## src/rtl/uart_rx_cfg.sv

```systemverilog
// rtl/uart_rx_cfg.sv - configurable UART receiver with majority-vote sampling and valid/ready hand-off
`timescale 1ns/1ps
module uart_rx_cfg #(
    parameter int CLK_FREQ_HZ = 50_000_000,
    parameter int BAUD_RATE   = 115200,
    parameter int DATA_BITS   = 8,
    parameter int PARITY      = 0,
    parameter int STOP_BITS   = 1,
    parameter int OVERSAMPLE  = 16
) (
    input  logic                 clk_i,
    input  logic                 rst_i,
    input  logic                 rxd_i,
    output logic [DATA_BITS-1:0] rx_data_o,
    output logic                 rx_valid_o,
    input  logic                 rx_ready_i,
    output logic                 frame_err_o,
    output logic                 parity_err_o,
    output logic                 overrun_o,
    output logic                 busy_o
);
    localparam int DIV_CALC = (CLK_FREQ_HZ + (BAUD_RATE * OVERSAMPLE) / 2) / (BAUD_RATE * OVERSAMPLE);
    localparam int DIV      = (DIV_CALC < 1) ? 1 : DIV_CALC;
    localparam int DIV_W    = (DIV > 1) ? $clog2(DIV) : 1;
    localparam int OS_W     = $clog2(OVERSAMPLE);
    localparam int BIT_W    = 4;

    typedef enum logic [2:0] {S_IDLE, S_START, S_DATA, S_PAR, S_STOP, S_BRK} state_t;

    state_t               state, state_nxt;
    logic                 sync1, sync2;
    logic [1:0]           settle;
    logic                 armed;
    logic [DIV_W-1:0]     div_cnt;
    logic [OS_W-1:0]      os_cnt, os_idx;
    logic                 tick, mid, s_a, s_b, vote;
    logic [BIT_W-1:0]     bit_cnt;
    logic [DATA_BITS-1:0] shreg;
    logic                 ferr_acc, perr_acc, done;
    logic                 start_det, last_data, last_stop;

    // The preset sync value is not trusted as "line seen idle": arming waits until
    // the synchroniser has flushed real pin samples after reset.
    always_ff @(posedge clk_i) begin
        if (rst_i) begin
            sync1  <= 1'b1;
            sync2  <= 1'b1;
            settle <= 2'd0;
            armed  <= 1'b0;
        end else begin
            sync1 <= rxd_i;
            sync2 <= sync1;
            if (settle != 2'd2) settle <= settle + 2'd1;
            if (settle == 2'd2 && sync2) armed <= 1'b1;
        end
    end

    assign start_det = (state == S_IDLE) && armed && !sync2;
    assign tick      = (div_cnt == DIV_W'(DIV - 1));
    assign os_idx    = (os_cnt == OS_W'(OVERSAMPLE - 1)) ? '0 : os_cnt + OS_W'(1);
    assign mid       = tick && (os_idx == OS_W'(OVERSAMPLE / 2 + 1));
    assign vote      = (s_a & s_b) | (s_a & sync2) | (s_b & sync2);
    assign last_data = (bit_cnt == BIT_W'(DATA_BITS - 1));
    assign last_stop = (bit_cnt == BIT_W'(STOP_BITS - 1));

    always_ff @(posedge clk_i) begin
        if (rst_i || start_det) begin
            div_cnt <= '0;
            os_cnt  <= '0;
        end else if (tick) begin
            div_cnt <= '0;
            os_cnt  <= os_idx;
        end else begin
            div_cnt <= div_cnt + DIV_W'(1);
        end
    end

    always_ff @(posedge clk_i) begin
        if (rst_i) begin
            s_a <= 1'b1;
            s_b <= 1'b1;
        end else if (tick) begin
            if (os_idx == OS_W'(OVERSAMPLE / 2 - 1)) s_a <= sync2;
            if (os_idx == OS_W'(OVERSAMPLE / 2))     s_b <= sync2;
        end
    end

    always_ff @(posedge clk_i) begin
        if (rst_i) state <= S_IDLE;
        else       state <= state_nxt;
    end

    always_comb begin
        state_nxt = state;
        case (state)
            S_IDLE:  if (start_det) state_nxt = S_START;
            S_START: if (mid) state_nxt = vote ? S_IDLE : S_DATA;
            S_DATA:  if (mid && last_data) state_nxt = (PARITY != 0) ? S_PAR : S_STOP;
            S_PAR:   if (mid) state_nxt = S_STOP;
            // An all-zero word with a bad stop is a break: hold off until the line idles.
            S_STOP:  if (mid && last_stop)
                         state_nxt = ((shreg == '0) && (ferr_acc || !vote)) ? S_BRK : S_IDLE;
            S_BRK:   if (sync2) state_nxt = S_IDLE;
            default: state_nxt = S_IDLE;
        endcase
    end

    always_comb begin
        busy_o = (state != S_IDLE);
    end

    always_ff @(posedge clk_i) begin
        if (rst_i) begin
            bit_cnt  <= '0;
            shreg    <= '0;
            ferr_acc <= 1'b0;
            perr_acc <= 1'b0;
            done     <= 1'b0;
        end else begin
            done <= 1'b0;
            case (state)
                S_IDLE: if (start_det) begin
                    bit_cnt  <= '0;
                    ferr_acc <= 1'b0;
                    perr_acc <= 1'b0;
                end
                S_DATA: if (mid) begin
                    shreg   <= {vote, shreg[DATA_BITS-1:1]};
                    bit_cnt <= last_data ? '0 : bit_cnt + BIT_W'(1);
                end
                S_PAR: if (mid) begin
                    perr_acc <= (PARITY == 1) ? ~(^shreg ^ vote) : (^shreg ^ vote);
                end
                S_STOP: if (mid) begin
                    ferr_acc <= ferr_acc | ~vote;
                    bit_cnt  <= bit_cnt + BIT_W'(1);
                    done     <= last_stop;
                end
                default: ;
            endcase
        end
    end

    always_ff @(posedge clk_i) begin
        if (rst_i) begin
            rx_data_o    <= '0;
            rx_valid_o   <= 1'b0;
            frame_err_o  <= 1'b0;
            parity_err_o <= 1'b0;
            overrun_o    <= 1'b0;
        end else begin
            overrun_o <= 1'b0;
            if (done) begin
                if (!rx_valid_o || rx_ready_i) begin
                    rx_data_o    <= shreg;
                    frame_err_o  <= ferr_acc;
                    parity_err_o <= perr_acc;
                    rx_valid_o   <= 1'b1;
                end else begin
                    overrun_o <= 1'b1;
                end
            end else if (rx_valid_o && rx_ready_i) begin
                rx_valid_o <= 1'b0;
            end
        end
    end
endmodule

```

## config.mk

```make
export PLATFORM = sky130hd
export DESIGN_NAME = uart_rx_cfg
export DESIGN_NICKNAME = d
export VERILOG_FILES = /design/src/rtl/uart_rx_cfg.sv
export SDC_FILE = /design/constraint.sdc
export NUM_CORES = 1
export LEC_CHECK = 0
export CAP_MARGIN = 5
export CELL_PAD_IN_SITES_DETAIL_PLACEMENT = 0
export CELL_PAD_IN_SITES_GLOBAL_PLACEMENT = 1
export CORE_MARGIN = 4
export CORE_UTILIZATION = 46
export CTS_BUF_LIST = sky130_fd_sc_hd__clkbuf_4
export DETAILED_ROUTE_END_ITERATION = 12
export PLACE_DENSITY = 0.91
export SETUP_SLACK_MARGIN = 0.5
export SLEW_MARGIN = 20
export SYNTH_ARGS = -nofsm -noshare
export SYNTH_HDL_FRONTEND = slang
export SYNTH_SLANG_ARGS = --single-unit
```

## constraint.sdc

```tcl
create_clock -name clk_i -period 2.3 [get_ports clk_i]
set_input_delay 0.575 -clock clk_i [delete_from_list [all_inputs] [get_ports clk_i]]
set_output_delay 0.575 -clock clk_i [all_outputs]
set_load 0.1 [all_outputs]
```

==> run_summary.xml <==
<?xml version="1.0" encoding="UTF-8"?>
<metrics>
  <group name="finish">
    <metric name="layoutNonFillerInstCount" unit="">347</metric>
    <metric name="num-nets-final" unit="">311</metric>
    <metric name="n_fill_cell" unit="">426</metric>
    <metric name="final_cell_mix" unit="">sky130_fd_sc_hd__nor2_1, sky130_fd_sc_hd__dfxtp_1, sky130_fd_sc_hd__buf_4</metric>
    <metric name="syn2layout_area_growth" unit="%">22.8</metric>
    <metric name="finalCoreUtilization" unit="%">60.2</metric>
    <metric name="layout-drive-gt1-share" unit="%">24.7</metric>
    <metric name="commonest_non_fill_non_tap_cell_in_the_layout" unit="">sky130_fd_sc_hd__nor2_1</metric>
    <metric name="antenna_cells" unit="">0</metric>
    <metric name="stdcell_area" unit="mm2">0.00271</metric>
  </group>
  <group name="placed_design">
    <metric name="place_area" unit="mm2">0.00244</metric>
    <metric name="place.detailed.hpwl" unit="um">3140</metric>
    <metric name="place.gp.congestion" unit="">0.850</metric>
    <metric name="post-place-cells" unit="">325</metric>
    <metric name="detailedPlace.worstSlack" unit="ns">0.213</metric>
    <metric name="placement.io_buffers" unit="">16</metric>
  </group>
  <group name="floorplan">
    <metric name="chipHeight" unit="um">77.3</metric>
    <metric name="initial_utilization" unit="%">49.1</metric>
    <metric name="core-area" unit="mm2">0.00450</metric>
    <metric name="die_width" unit="um">77.3</metric>
    <metric name="die_area" unit="mm2">0.00598</metric>
    <metric name="pin_count" unit="">17</metric>
    <metric name="placement_rows" unit="">24</metric>
  </group>
  <group name="synthesis">
    <metric name="synth_cell_type_count" unit="">45</metric>
    <metric name="number_of_storage_elements_in_the_synthesis_netlist" unit="">46</metric>
    <metric name="synth.avg_cell_area" unit="um2">8.53</metric>
    <metric name="synth_top_flop_cell" unit="">sky130_fd_sc_hd__dfxtp_1</metric>
    <metric name="netlist_area" unit="mm2">0.00221</metric>
    <metric name="synth_async_sr_flop_share" unit="%">0</metric>
    <metric name="postSynthNetCount" unit="">276</metric>
    <metric name="yosys_warnings" unit="">0</metric>
    <metric name="yosys.area.top_type" unit="">sky130_fd_sc_hd__dfxtp_1</metric>
    <metric name="netlist.area_leader.share" unit="%">41.7</metric>
    <metric name="yosys-top-cells-area" unit="">sky130_fd_sc_hd__dfxtp_1, sky130_fd_sc_hd__nor2_1, sky130_fd_sc_hd__ha_1</metric>
    <metric name="synthesized_instance_count" unit="">259</metric>
    <metric name="seq_area_frac_synth" unit="%">41.7</metric>
    <metric name="synth_enable_flop_cells" unit="">0</metric>
  </group>
  <group name="clock_tree">
    <metric name="clkLatencyLatePin" unit="ns">0.36</metric>
    <metric name="cts_num_sinks" unit="">46</metric>
    <metric name="clk_pin_slew_worst_paths" unit="ns">0.12</metric>
    <metric name="max-clock-path-buffers" unit="">2</metric>
    <metric name="tritoncts" unit="">built</metric>
    <metric name="cts_inserted_buffers" unit="">5</metric>
    <metric name="clk_root_buffer_cell" unit="">sky130_fd_sc_hd__clkbuf_4</metric>
    <metric name="clock_tree.htree_level_count" unit="">2</metric>
  </group>
  <group name="power_and_ir_drop">
    <metric name="p_per_area" unit="mW/mm2">714</metric>
    <metric name="netSwitchingPower" unit="mW">0.608</metric>
    <metric name="power.clock.fraction" unit="%">26.2</metric>
    <metric name="power.switching_fraction" unit="%">31.4</metric>
    <metric name="ir_worst_vdd" unit="uV">572</metric>
    <metric name="static-leakage-power" unit="nW">1.07</metric>
    <metric name="sequential_power_share" unit="%">45.8</metric>
    <metric name="fin_total_pwr" unit="mW">1.94</metric>
    <metric name="logic_pwr_share" unit="%">27.9</metric>
    <metric name="internal-power" unit="mW">1.33</metric>
  </group>
  <group name="sta">
    <metric name="setup_viol" unit="">0</metric>
    <metric name="final.setup.tns" unit="ns">0</metric>
    <metric name="grt_setup_unrepaired" unit="">true</metric>
    <metric name="post-route-worst-setup-slack" unit="ns">0.395</metric>
    <metric name="finalHoldViolCount" unit="">0</metric>
    <metric name="timing_worst_slew_pin_value" unit="ns">0.351</metric>
    <metric name="layout_worst_path_cycle_share" unit="%">82.8</metric>
    <metric name="final-max-slew-violation-count" unit="">0</metric>
    <metric name="fin_worst_hold_slack" unit="ns">0.434</metric>
    <metric name="period_minus_slack" unit="ns">1.91</metric>
    <metric name="max_slew_margin" unit="%">76.4</metric>
    <metric name="fmax" unit="MHz">525</metric>
    <metric name="fin_skew" unit="ns">0.0112</metric>
  </group>
  <group name="grt">
    <metric name="global_route.usage.met2" unit="%">23.3</metric>
    <metric name="grt_met1_usage" unit="%">21.5</metric>
    <metric name="grt_max_degree" unit="">32</metric>
    <metric name="first_pass_grt_wire_length" unit="um">7710</metric>
    <metric name="via_count_of_the_first_global_routing_pass" unit="">1674</metric>
    <metric name="grt_use_met3" unit="%">3.98</metric>
    <metric name="grt_total_usage" unit="%">15.6</metric>
    <metric name="grt_antenna_before_repair" unit="">0</metric>
    <metric name="global_route_hottest_layer" unit="">met2</metric>
    <metric name="grt_remaining_overflow" unit="">0</metric>
  </group>
  <group name="setup_path">
    <metric name="crit_path_end_kind" unit="">register</metric>
    <metric name="crit_end" unit="">bit_cnt[2]</metric>
    <metric name="critical_path_rt" unit="ns">2.58</metric>
    <metric name="crit_path_start" unit="">div_cnt[0]</metric>
    <metric name="crit_path_max_fanout" unit="">4</metric>
    <metric name="flop_to_flop_setup_slack" unit="ns">0.39</metric>
    <metric name="r2r_start" unit="">div_cnt[0]</metric>
    <metric name="cp.arrival" unit="ns">2.19</metric>
    <metric name="timing.rr.end" unit="">bit_cnt[2]</metric>
    <metric name="ff2ff_path_depth" unit="">7</metric>
    <metric name="setup_crit_path_kind" unit="">register to register</metric>
    <metric name="critPathLaunchType" unit="">register</metric>
  </group>
  <group name="hold_path">
    <metric name="hp-class" unit="">register to register</metric>
    <metric name="min_delay_path_depth" unit="">1</metric>
  </group>
  <group name="drt">
    <metric name="detail_route.drc_violations" unit="">0</metric>
    <metric name="drt_wl_total" unit="um">4560</metric>
    <metric name="detailedRoute.firstPassIterationCount" unit="">4</metric>
    <metric name="post_drt_via_cell_ratio" unit="">5.35</metric>
    <metric name="route.detailed.wl_per_inst" unit="um">13.1</metric>
    <metric name="routed-via-count" unit="">1855</metric>
    <metric name="drc_marker_count_from_the_first_detailed_route_iteration" unit="">131</metric>
    <metric name="final_antenna_net_count" unit="">0</metric>
  </group>
  <group name="outcome">
    <metric name="outcome" unit="">finished clean</metric>
  </group>
  <group name="flow_run">
    <metric name="timing.max_cap.violations" unit="">0</metric>
  </group>
</metrics>
==> flip-flops by register name, indices dropped and copies added (netlist names) <==
| name | count |
|---|---|
| state | 3 |
| bit_cnt | 4 |
| ferr_acc | 1 |
| parity_err_o | 1 |
| perr_acc | 1 |
| sync1 | 1 |
| settle | 2 |
| frame_err_o | 1 |
| rx_valid_o | 1 |
| div_cnt | 5 |
| shreg | 8 |
| s_b | 1 |
| sync2 | 1 |
| armed | 1 |
| rx_data_o | 8 |
| done | 1 |
| overrun_o | 1 |
| s_a | 1 |
| os_cnt | 4 |
==> final cells by class <==
cell class	instances	area (um2)	share of cell area, %
flip-flops and latches	46	941	34.7
clock buffers	7	52.6	1.94
inverters	19	71.3	2.63
clock inverters	1	30.0	1.11
repair buffers	38	313	11.5
multi-input cells	184	1240	45.7
well taps	52	65.1	2.40
==> synth_stat cells, types with 4 or more instances <==
library cell,number
sky130_fd_sc_hd__o21ai_0,6
sky130_fd_sc_hd__dfxtp_1,46
sky130_fd_sc_hd__nor2_1,50
sky130_fd_sc_hd__xnor2_1,6
sky130_fd_sc_hd__ha_1,13
sky130_fd_sc_hd__inv_1,19
sky130_fd_sc_hd__clkbuf_1,8
sky130_fd_sc_hd__a21oi_1,21
sky130_fd_sc_hd__or2_2,6
sky130_fd_sc_hd__nand2_1,14
sky130_fd_sc_hd__nand3_1,6
sky130_fd_sc_hd__mux2i_1,10
sky130_fd_sc_hd__o211ai_1,4
sky130_fd_sc_hd__xor2_1,6
==> kinds of logic after synthesis <==
| logic type | Yosys count | synth area share [%] |
|---|---|---|
| simple gates | 101 | 22.4 |
| compound gates | 47 | 13.4 |
| flops | 46 | 41.7 |
| buf+inv | 29 | 5.44 |
| fa+ha+maj | 14 | 7.81 |
| xor+xnor | 12 | 4.76 |
| mux | 10 | 4.53 |
==> how the worst min path moves through the flow <==
stage                from    end
finish              sync1  sync2
global route        sync1  sync2
CTS                 sync1  sync2
detailed placement  sync1  sync2
global placement    sync1  sync2
floorplan           sync1  sync2
==> metal layers <==
metal,share of wire (%),wire [um]
met5,0,0
met4,1.7,77
met3,3.5,161
met2,45,2060
met1,50,2260
==> worst max-delay path, stage by stage, from the launching register on <==
cell and delay (ns):
sky130_fd_sc_hd__dfxtp_2 0.35, sky130_fd_sc_hd__inv_2 0.06, sky130_fd_sc_hd__ha_4 0.12, sky130_fd_sc_hd__and4b_1 0.24
sky130_fd_sc_hd__nand2_2 0.08, sky130_fd_sc_hd__o31a_1 0.35, sky130_fd_sc_hd__or4b_1 0.48, sky130_fd_sc_hd__a31oi_1 0.16
==> power by group through the flow <==
stage | registers [mW] | logic [mW] | clock network, mW
detailed placement | 0.903 | 0.508 | 0
CTS | 0.886 | 0.517 | 0.524
global placement | 0.903 | 0.502 | 0
global route | 0.894 | 0.594 | 0.565
floorplan | 0.886 | 0.395 | 0
finish | 0.888 | 0.541 | 0.508
==> what timing repair did <==
item,CTS,global route
endpoints found under the hold margin,0,0
gates resized for setup,18,11
endpoints found under the setup margin,15,17
gates cloned,1,0
pin swaps,6,13
hold buffers,0,0
setup buffers,5,8
(Power assumes the default switching activity.)
